<file path="src/rtl/csr_bridge_pkg.sv">
// Shared types and constants for the multi-channel CSR bridge.
package csr_bridge_pkg;
  typedef enum logic [1:0] {
    ST_IDLE  = 2'd0,
    ST_ISSUE = 2'd1,
    ST_RESP  = 2'd2
  } state_e;

  localparam logic [31:0] TIMEOUT_RDATA = 32'hDEADBEEF;

  localparam int DEF_NUM_CH  = 4;
  localparam int DEF_SEL_LSB = 16;
  localparam int DEF_ADDR_W  = 16;
  localparam int DEF_TIMEOUT = 1024;
endpackage

</file>
<file path="src/rtl/csr_bridge_if.sv">
// Requester-side register bus of the CSR bridge.
interface csr_bridge_if;
  logic        registerSelect;
  logic        registerRead;
  logic [31:0] registerAddress;
  logic [31:0] registerWriteData;
  logic        registerAck;
  logic        registerError;
  logic [31:0] registerReadData;

  modport master (
    output registerSelect, registerRead, registerAddress, registerWriteData,
    input  registerAck, registerError, registerReadData
  );

  modport slave (
    input  registerSelect, registerRead, registerAddress, registerWriteData,
    output registerAck, registerError, registerReadData
  );
endinterface

</file>
<file path="src/rtl/csr_bridge_timer.sv">
// ISSUE-phase cycle counter; expired_o flags the TIMEOUT-th cycle of a strobe.
module csr_bridge_timer
  import csr_bridge_pkg::*;
#(
  parameter int TIMEOUT = DEF_TIMEOUT
) (
  input  logic clockCore,
  input  logic resetCore,
  input  logic clear_i,
  input  logic enable_i,
  output logic expired_o
);
  localparam int CW = $clog2(TIMEOUT + 1);

  logic [CW-1:0] cnt_q, cnt_d;

  always_comb begin
    cnt_d = cnt_q;
    if (clear_i)       cnt_d = '0;
    else if (enable_i) cnt_d = cnt_q + CW'(1);
  end

  always_ff @(posedge clockCore or negedge resetCore) begin
    if (!resetCore) cnt_q <= '0;
    else            cnt_q <= cnt_d;
  end

  // cnt_q lags the 1-based cycle count by one
  assign expired_o = enable_i && (cnt_q == CW'(TIMEOUT - 1));
endmodule

</file>
<file path="src/rtl/csr_bridge_mc.sv">
// Single-requester bridge fanning register accesses out to NUM_CH CSR targets.
module csr_bridge_mc
  import csr_bridge_pkg::*;
#(
  parameter int NUM_CH  = DEF_NUM_CH,
  parameter int SEL_LSB = DEF_SEL_LSB,
  parameter int ADDR_W  = DEF_ADDR_W,
  parameter int TIMEOUT = DEF_TIMEOUT
) (
  input  logic                   clockCore,
  input  logic                   resetCore,
  csr_bridge_if.slave            bus,
  output logic [NUM_CH-1:0]      csrRead,
  output logic [NUM_CH-1:0]      csrWrite,
  output logic [31:0]            csrAddress,
  output logic [31:0]            csrWriteData,
  input  logic [32*NUM_CH-1:0]   csrReadData,
  input  logic [NUM_CH-1:0]      csrWaitRequest,
  output logic [15:0]            errorCount
);
  localparam logic [1:0] IDLE  = ST_IDLE;
  localparam logic [1:0] ISSUE = ST_ISSUE;
  localparam logic [1:0] RESP  = ST_RESP;

  localparam int CH_W = (NUM_CH > 1) ? $clog2(NUM_CH) : 1;
  localparam int NSEL = 1 << CH_W;
  // Decodable index values that map onto a real channel
  localparam logic [NSEL-1:0] CH_OK = NSEL'((64'd1 << NUM_CH) - 64'd1);

  logic [1:0]             state_q, state_d;
  logic [CH_W-1:0]        ch_q, ch_d;
  logic                   rd_q, rd_d;
  logic [NUM_CH-1:0]      rstb_q, rstb_d, wstb_q, wstb_d;
  logic [31:0]            addr_q, addr_d, wdat_q, wdat_d, rdat_q, rdat_d;
  logic                   ack_q, ack_d, err_q, err_d;
  logic [15:0]            errcnt_q, errcnt_d;

  logic [CH_W-1:0]        req_ch;
  logic [NSEL-1:0]        req_oh;
  logic [NSEL-1:0][31:0]  rdata_pad;
  logic [NSEL-1:0]        wait_pad;
  logic                   expired, err_evt, unused_addr;

  assign req_ch      = bus.registerAddress[SEL_LSB +: CH_W];
  assign req_oh      = NSEL'(1) << req_ch;
  assign rdata_pad   = (NSEL*32)'(csrReadData);
  assign wait_pad    = NSEL'(csrWaitRequest);
  assign unused_addr = ^bus.registerAddress;

  always_comb begin
    state_d  = state_q;
    ch_d     = ch_q;
    rd_d     = rd_q;
    rstb_d   = rstb_q;
    wstb_d   = wstb_q;
    addr_d   = addr_q;
    wdat_d   = wdat_q;
    rdat_d   = rdat_q;
    ack_d    = 1'b0;
    err_d    = 1'b0;
    err_evt  = 1'b0;
    errcnt_d = errcnt_q;
    case (state_q)
      IDLE: if (bus.registerSelect) begin
        ch_d   = req_ch;
        rd_d   = bus.registerRead;
        addr_d = 32'(bus.registerAddress[ADDR_W-1:0]);
        if (!bus.registerRead) wdat_d = bus.registerWriteData;
        if (CH_OK[req_ch]) begin
          state_d = ISSUE;
          if (bus.registerRead) rstb_d = req_oh[NUM_CH-1:0];
          else                  wstb_d = req_oh[NUM_CH-1:0];
        end else begin
          state_d = RESP;
          ack_d   = 1'b1;
          err_d   = 1'b1;
          err_evt = 1'b1;
        end
      end
      ISSUE: if (!wait_pad[ch_q] || expired) begin
        state_d = RESP;
        rstb_d  = '0;
        wstb_d  = '0;
        ack_d   = 1'b1;
        if (!wait_pad[ch_q]) begin
          if (rd_q) rdat_d = rdata_pad[ch_q];
        end else begin
          err_d   = 1'b1;
          err_evt = 1'b1;
          if (rd_q) rdat_d = TIMEOUT_RDATA;
        end
      end
      RESP:    state_d = IDLE;
      default: state_d = IDLE;
    endcase
    if (err_evt && errcnt_q != 16'hFFFF) errcnt_d = errcnt_q + 16'd1;
  end

  always_ff @(posedge clockCore or negedge resetCore) begin
    if (!resetCore) begin
      state_q  <= IDLE;
      ch_q     <= '0;
      rd_q     <= 1'b0;
      rstb_q   <= '0;
      wstb_q   <= '0;
      addr_q   <= '0;
      wdat_q   <= '0;
      rdat_q   <= '0;
      ack_q    <= 1'b0;
      err_q    <= 1'b0;
      errcnt_q <= '0;
    end else begin
      state_q  <= state_d;
      ch_q     <= ch_d;
      rd_q     <= rd_d;
      rstb_q   <= rstb_d;
      wstb_q   <= wstb_d;
      addr_q   <= addr_d;
      wdat_q   <= wdat_d;
      rdat_q   <= rdat_d;
      ack_q    <= ack_d;
      err_q    <= err_d;
      errcnt_q <= errcnt_d;
    end
  end

  csr_bridge_timer #(.TIMEOUT(TIMEOUT)) u_timer (
    .clockCore (clockCore),
    .resetCore (resetCore),
    .clear_i   (state_q != ISSUE),
    .enable_i  (state_q == ISSUE),
    .expired_o (expired)
  );

  assign csrRead              = rstb_q;
  assign csrWrite             = wstb_q;
  assign csrAddress           = addr_q;
  assign csrWriteData         = wdat_q;
  assign errorCount           = errcnt_q;
  assign bus.registerAck      = ack_q;
  assign bus.registerError    = err_q;
  assign bus.registerReadData = rdat_q;
endmodule

</file>
<file path="src/flat_wrapper.sv">
// flat-port wrapper written by rule: the top's interface ports become plain ports
module csr_bridge_mc_flat import csr_bridge_pkg::*;
#(
  parameter int NUM_CH  = DEF_NUM_CH,
  parameter int SEL_LSB = DEF_SEL_LSB,
  parameter int ADDR_W  = DEF_ADDR_W,
  parameter int TIMEOUT = DEF_TIMEOUT
)
  (clockCore, resetCore, csrRead, csrWrite, csrAddress, csrWriteData, csrReadData, csrWaitRequest, errorCount, bus_registerSelect, bus_registerRead, bus_registerAddress, bus_registerWriteData, bus_registerAck, bus_registerError, bus_registerReadData);
  csr_bridge_if bus_i ();
  input  logic clockCore;
  input  logic resetCore;
  output logic [NUM_CH-1:0] csrRead;
  output logic [NUM_CH-1:0] csrWrite;
  output logic [31:0] csrAddress;
  output logic [31:0] csrWriteData;
  input  logic [32*NUM_CH-1:0] csrReadData;
  input  logic [NUM_CH-1:0] csrWaitRequest;
  output logic [15:0] errorCount;
  input wire logic [$bits(bus_i.registerSelect)-1:0] bus_registerSelect;
  input wire logic [$bits(bus_i.registerRead)-1:0] bus_registerRead;
  input wire logic [$bits(bus_i.registerAddress)-1:0] bus_registerAddress;
  input wire logic [$bits(bus_i.registerWriteData)-1:0] bus_registerWriteData;
  output wire logic [$bits(bus_i.registerAck)-1:0] bus_registerAck;
  output wire logic [$bits(bus_i.registerError)-1:0] bus_registerError;
  output wire logic [$bits(bus_i.registerReadData)-1:0] bus_registerReadData;
  assign bus_i.registerSelect = bus_registerSelect;
  assign bus_i.registerRead = bus_registerRead;
  assign bus_i.registerAddress = bus_registerAddress;
  assign bus_i.registerWriteData = bus_registerWriteData;
  assign bus_registerAck = bus_i.registerAck;
  assign bus_registerError = bus_i.registerError;
  assign bus_registerReadData = bus_i.registerReadData;
  csr_bridge_mc #(.NUM_CH(NUM_CH), .SEL_LSB(SEL_LSB), .ADDR_W(ADDR_W), .TIMEOUT(TIMEOUT)) u_core (.clockCore(clockCore), .resetCore(resetCore), .bus(bus_i), .csrRead(csrRead), .csrWrite(csrWrite), .csrAddress(csrAddress), .csrWriteData(csrWriteData), .csrReadData(csrReadData), .csrWaitRequest(csrWaitRequest), .errorCount(errorCount));
endmodule
</file>
<file path="config.mk">
export PLATFORM = sky130hd
export DESIGN_NAME = csr_bridge_mc_flat
export DESIGN_NICKNAME = d
export VERILOG_FILES = /design/src/rtl/csr_bridge_pkg.sv /design/src/rtl/csr_bridge_if.sv /design/src/rtl/csr_bridge_timer.sv /design/src/rtl/csr_bridge_mc.sv /design/src/flat_wrapper.sv
export SDC_FILE = /design/constraint.sdc
export NUM_CORES = 1
export LEC_CHECK = 0
export ABC_AREA = 1
export CAP_MARGIN = 20
export CORE_ASPECT_RATIO = 0.6
export CORE_MARGIN = 5
export CORE_UTILIZATION = 37
export CTS_BUF_LIST = sky130_fd_sc_hd__clkbuf_8 sky130_fd_sc_hd__clkbuf_16
export DETAILED_ROUTE_END_ITERATION = 16
export MAX_ROUTING_LAYER = met4
export PLACE_DENSITY = 0.77
export SYNTH_ARGS = -nofsm -noshare
export SYNTH_HDL_FRONTEND = slang
export SYNTH_SLANG_ARGS = --single-unit
</file>
<file path="constraint.sdc">
create_clock -name clockCore -period 1.7 [get_ports clockCore]
set_clock_uncertainty 0.1 [all_clocks]
set_input_delay 0.17 -clock clockCore [delete_from_list [all_inputs] [get_ports clockCore]]
set_output_delay 0.17 -clock clockCore [all_outputs]
set_load 0.05 [all_outputs]
</file>
==> results.md <==
- Summed over all nets, wire length on met2 after detailed routing comes to roughly 9700 um.
- The first-pass iteration count of the detailed router is 5.
- The mean number of vias per cell is between 4 and 5.
- Setup slack on the worst reg-to-reg path comes out at -0.03 ns.
- The cell count of the worst reg-to-reg path is 9.
- For the worst-skew pair, the clock arrives at the later sink with an insertion delay of ~0.4 ns.
- The area of placed instances is between 0.009 and 0.01 sq mm.
- No sink is reached through more buffers than the 2 on the longest clock path.
- In the synthesized netlist the async set-or-reset flop fraction comes to 100%.
- Across all setup checks in the final design, the least slack found is -0.0283 ns.
- The most frequent cell after synthesis is sky130_fd_sc_hd__nand2_1.
- The H-tree was split into 4 levels.
- In the final design database the tool counted approximately 1.4k nets.
- The share of the core filled with cells in the final layout is between 50 and 60%.
- Setup repair after global routing could not meet its margin everywhere.
- The maximum number of pins on one net before global-route repair is between 60 and 70.
- The routed wirelength normalized by instance count is approximately 16 um.
- The maximum frequency from static timing analysis is slightly below 0.6 GHz.
- The top cell type by area accounts for 46.6% of the synthesized area.
- The number of cells produced by synthesis is approximately 900.
- The detailed router put a total of ~11000 um of wire on met1.
- The number of diodes is 0.
- In this run the worst hold path is classified as input pin to asynchronous set/reset pin.
- The worst path uses 102% of the clock period.
- TritonCTS built the clock tree.
- Yosys attributes the largest share of cell area to sky130_fd_sc_hd__dfrtp_1 (47%), sky130_fd_sc_hd__nand2_1 (26%), sky130_fd_sc_hd__nand3_1 (8.2%).
- Hold is met by 0.147 ns.
- Detailed routing placed a total of 1570 um of wire on met3.
- The sum of negative setup slack is -0.0872 ns.
- The number of max-slew violations in the final report was 0.
- The core region is between 0.015 and 0.02 sq mm.
- The number of antenna violations at the first check in global routing is 0.
- The worst setup path is captured at a flop.
- The average cell area after synthesis is 7.35 sq um.
- The cell sitting at the root of the clock tree is a sky130_fd_sc_hd__clkbuf_16.
- Global routing used a little over a fifth of the available tracks.
- Routed signal wires occupy layers up through met4.
- The minimum period implied by the final worst setup slack is about 1.7 ns.
- The die is between 150 and 200 um wide.
- The first global-routing pass estimated 35200 um of wire.
- The total wire length after detailed routing is between 20000 and 25000 um.
- Summed over all cells, the static leakage comes to 5.16 nW.
- The synthesized netlist contains 29 unique library cells.
- The clock net in this run drives a total of between 100 and 150 sinks.
- The synthesized design contains 122 register bits.
- The detailed router finished its first iteration with around 450 violations.
- Along the worst path, the maximum fanout reaches 33.
- The layout overhead on the synthesized area is 57.3%.
- The half-perimeter wire length after placement is 16800 um.
- The netlist area before placement is about 0.0066 sq mm.
- The count of nets left with antenna violations once routing finished came out at 0.
- The finished layout holds 1439 standard cells, fillers aside.
- The worst setup path is launched from a flop.
- The global placer's final weighted congestion is approximately 0.91.
- The initial utilization of the core area, before any placement, comes to between 30% and 40%.
- The number of placed instances, taps included, is approximately 1.4k.
- The most used flip-flop cell after synthesis is sky130_fd_sc_hd__dfrtp_1.
- The number of placement rows is 37.
- The cell type with the highest aggregate area in the netlist is sky130_fd_sc_hd__dfrtp_1.
- The final-layout fill cell count is 1572.
- The arrival time of the worst setup path is around 2.0 ns.
- The flow ran to the end, but the final reports show violations.
- The critical path is of the flop to flop type.
- The number of synthesized flops with an enable pin is 0.
- The area enclosed by the die boundary is a little over 0.02 sq mm.
- The share of the yosys chip area belonging to registers is between 40 and 50%.
- The via count of the first global-routing pass came to around 6.5k.
- approximately 320 I/O pins were placed.
- The hold violation count in the final report is 0.
- Detailed routing inserted a total of approximately 6.8k vias.
- After detailed routing, the number of remaining DRC violations is 0.
- The die extent in y is roughly 110 um.
- The total clock buffers created by CTS is 17.
- For this run the aggregate overflow at the end of global routing stands at 0.
- At the worst endpoint, the required time is just under 2 ns.
- The number of warnings issued by yosys is 0.
- Setup violations remaining at the end of the flow were counted as 9.
- Once layout is done, the placed cells without fillers occupy between 0.01 and 0.015 sq mm.
- Counting instances in the post-synthesis netlist gives the leading cell types as sky130_fd_sc_hd__nand2_1 (458), sky130_fd_sc_hd__dfrtp_1 (122), sky130_fd_sc_hd__nand3_1 (107).
- Buffers placed on the I/O ports in this run total 291.
- The startpoint of the worst-slack reg-to-reg timing path is u_core.u_timer.cnt_q[1]$_DFF_PN0_.
- The peak supply drop is slightly above 0.9 mV.
- Max-cap violations in this run came to 0.
- The final reports fail on setup timing.
- After clock tree synthesis, the clock-pin slew on the worst setup and hold paths is 0.06 ns.
- The power density normalized to cell area is between 1500 and 2000 mW/mm^2.
- In this run the critical register-to-register path is captured at u_core.bus.registerReadData[14]$_DFFE_PN0P_.
- The fraction of layout cells with a size suffix above 1 is between 10% and 20%.
[worst max-delay path, cell delays in order (launching register included)]
cell                      delay (ns)
sky130_fd_sc_hd__dfrtp_1        0.36
sky130_fd_sc_hd__ha_2           0.20
sky130_fd_sc_hd__nand2_2        0.08
sky130_fd_sc_hd__nor2_4         0.10
sky130_fd_sc_hd__buf_6          0.11
sky130_fd_sc_hd__nand3_4        0.11
sky130_fd_sc_hd__a21oi_4        0.19
sky130_fd_sc_hd__buf_12         0.21
sky130_fd_sc_hd__nand3_1        0.11
sky130_fd_sc_hd__nand2_1        0.09
[stage by stage]
step / power [mW] / setup slack, ns
after global placement: 15.4 / -0.0456
after detailed placement: 15.6 / -0.108
final: 19.2 / -0.0283
after global routing: 20.3 / -0.113
after CTS: 19.2 / -0.0305
after floorplan: 11.8 / 0.0113
[sequential cells by signal, indices dropped and copies added (netlist names)]
| name | flops |
|---|---|
| u_core.bus.registerReadData | 32 |
| u_core.csrWriteData | 32 |
| u_core.csrAddress | 16 |
| u_core.errorCount | 16 |
| u_core.u_timer.cnt_q | 11 |
| u_core.csrRead | 4 |
| u_core.csrWrite | 4 |
| u_core.ch_q | 2 |
| u_core.state_q | 2 |
| u_core.bus.registerAck | 1 |
| u_core.bus.registerError | 1 |
| u_core.rd_q | 1 |
[worst max path at each step]
| stage | from | end | slack (ns) | cells after the start |
|---|---|---|---|---|
| final | u_core.u_timer.cnt_q[1]$_DFF_PN0_ | u_core.bus.registerReadData[14]$_DFFE_PN0P_ | -0.03 | 9 |
| after global placement | csrWaitRequest[3] | u_core.csrRead[2]$_DFFE_PN0P_ | -0.05 | 10 |
| after global routing | u_core.u_timer.cnt_q[1]$_DFF_PN0_ | u_core.bus.registerReadData[14]$_DFFE_PN0P_ | -0.11 | 9 |
| after floorplan | u_core.errorCount[0]$_DFFE_PN0P_ | u_core.errorCount[11]$_DFFE_PN0P_ | 0.01 | 11 |
| after detailed placement | csrWaitRequest[3] | u_core.csrRead[2]$_DFFE_PN0P_ | -0.11 | 10 |
| after CTS | u_core.u_timer.cnt_q[1]$_DFF_PN0_ | u_core.bus.registerReadData[8]$_DFFE_PN0P_ | -0.03 | 9 |
[layout make-up]
type | count | area, sq um | share of cell area [%]
clock inverter | 15 | 151 | 1.47
multi-input combinational | 697 | 3170 | 30.7
sequential | 122 | 3060 | 29.7
clock buffer | 17 | 425 | 4.12
inverter | 25 | 96.3 | 0.934
tap | 234 | 293 | 2.84
timing repair buffer | 329 | 3120 | 30.3
[placed cells by master (no fill, tap or decap), drive strengths merged]
cell type / count
conb: 16
o21a: 1
buf: 143
nand4: 10
nand3: 110
dfrtp: 122
dlygate4sd3: 1
clkbuf: 18
nand2: 461
clkinv: 4
a21oi: 10
inv: 34
xor2: 4
nor2: 42
clkinvlp: 2
ha: 2
clkdlybuf4s50: 184
o21ai: 8
and2: 1
nor4: 1
nor3: 7
mux2: 16
xnor2: 8
[timing repair]
item	CTS	global route
hold buffers	1	0
endpoints found under the setup margin	40	88
hold endpoints to repair	122	0
cloned	1	1
buffers inserted	2	0
pin swaps	2	0
gates resized for setup	7	14
[per-layer routing]
metal,GRT usage [%],up-vias
met3,5.08,20
met5,-,-
li1,-,3386
met1,31.7,3119
met2,31.4,252
met4,4.55,0
[kinds of logic after synthesis]
logic type / Yosys count / share of synthesized area, %
buf+inv: 88 / 7.10
flops: 122 / 46.6
simple gates: 632 / 39.9
xor+xnor: 12 / 1.60
fa+ha+maj: 2 / 0.382
mux: 16 / 2.75
compound gates: 19 / 1.66
other cells: 1 / 0.0572
[power by group]
part	leakage, nW	internal [mW]	total, mW	switching [mW]
Clock	0.277	1.95	3.48	1.53
Sequential	1.54	3.99	4.67	0.681
Combinational	3.34	3.59	11.0	7.43
Total	5.16	9.53	19.2	9.64
Note: power is estimated with default switching activity, not from simulation.
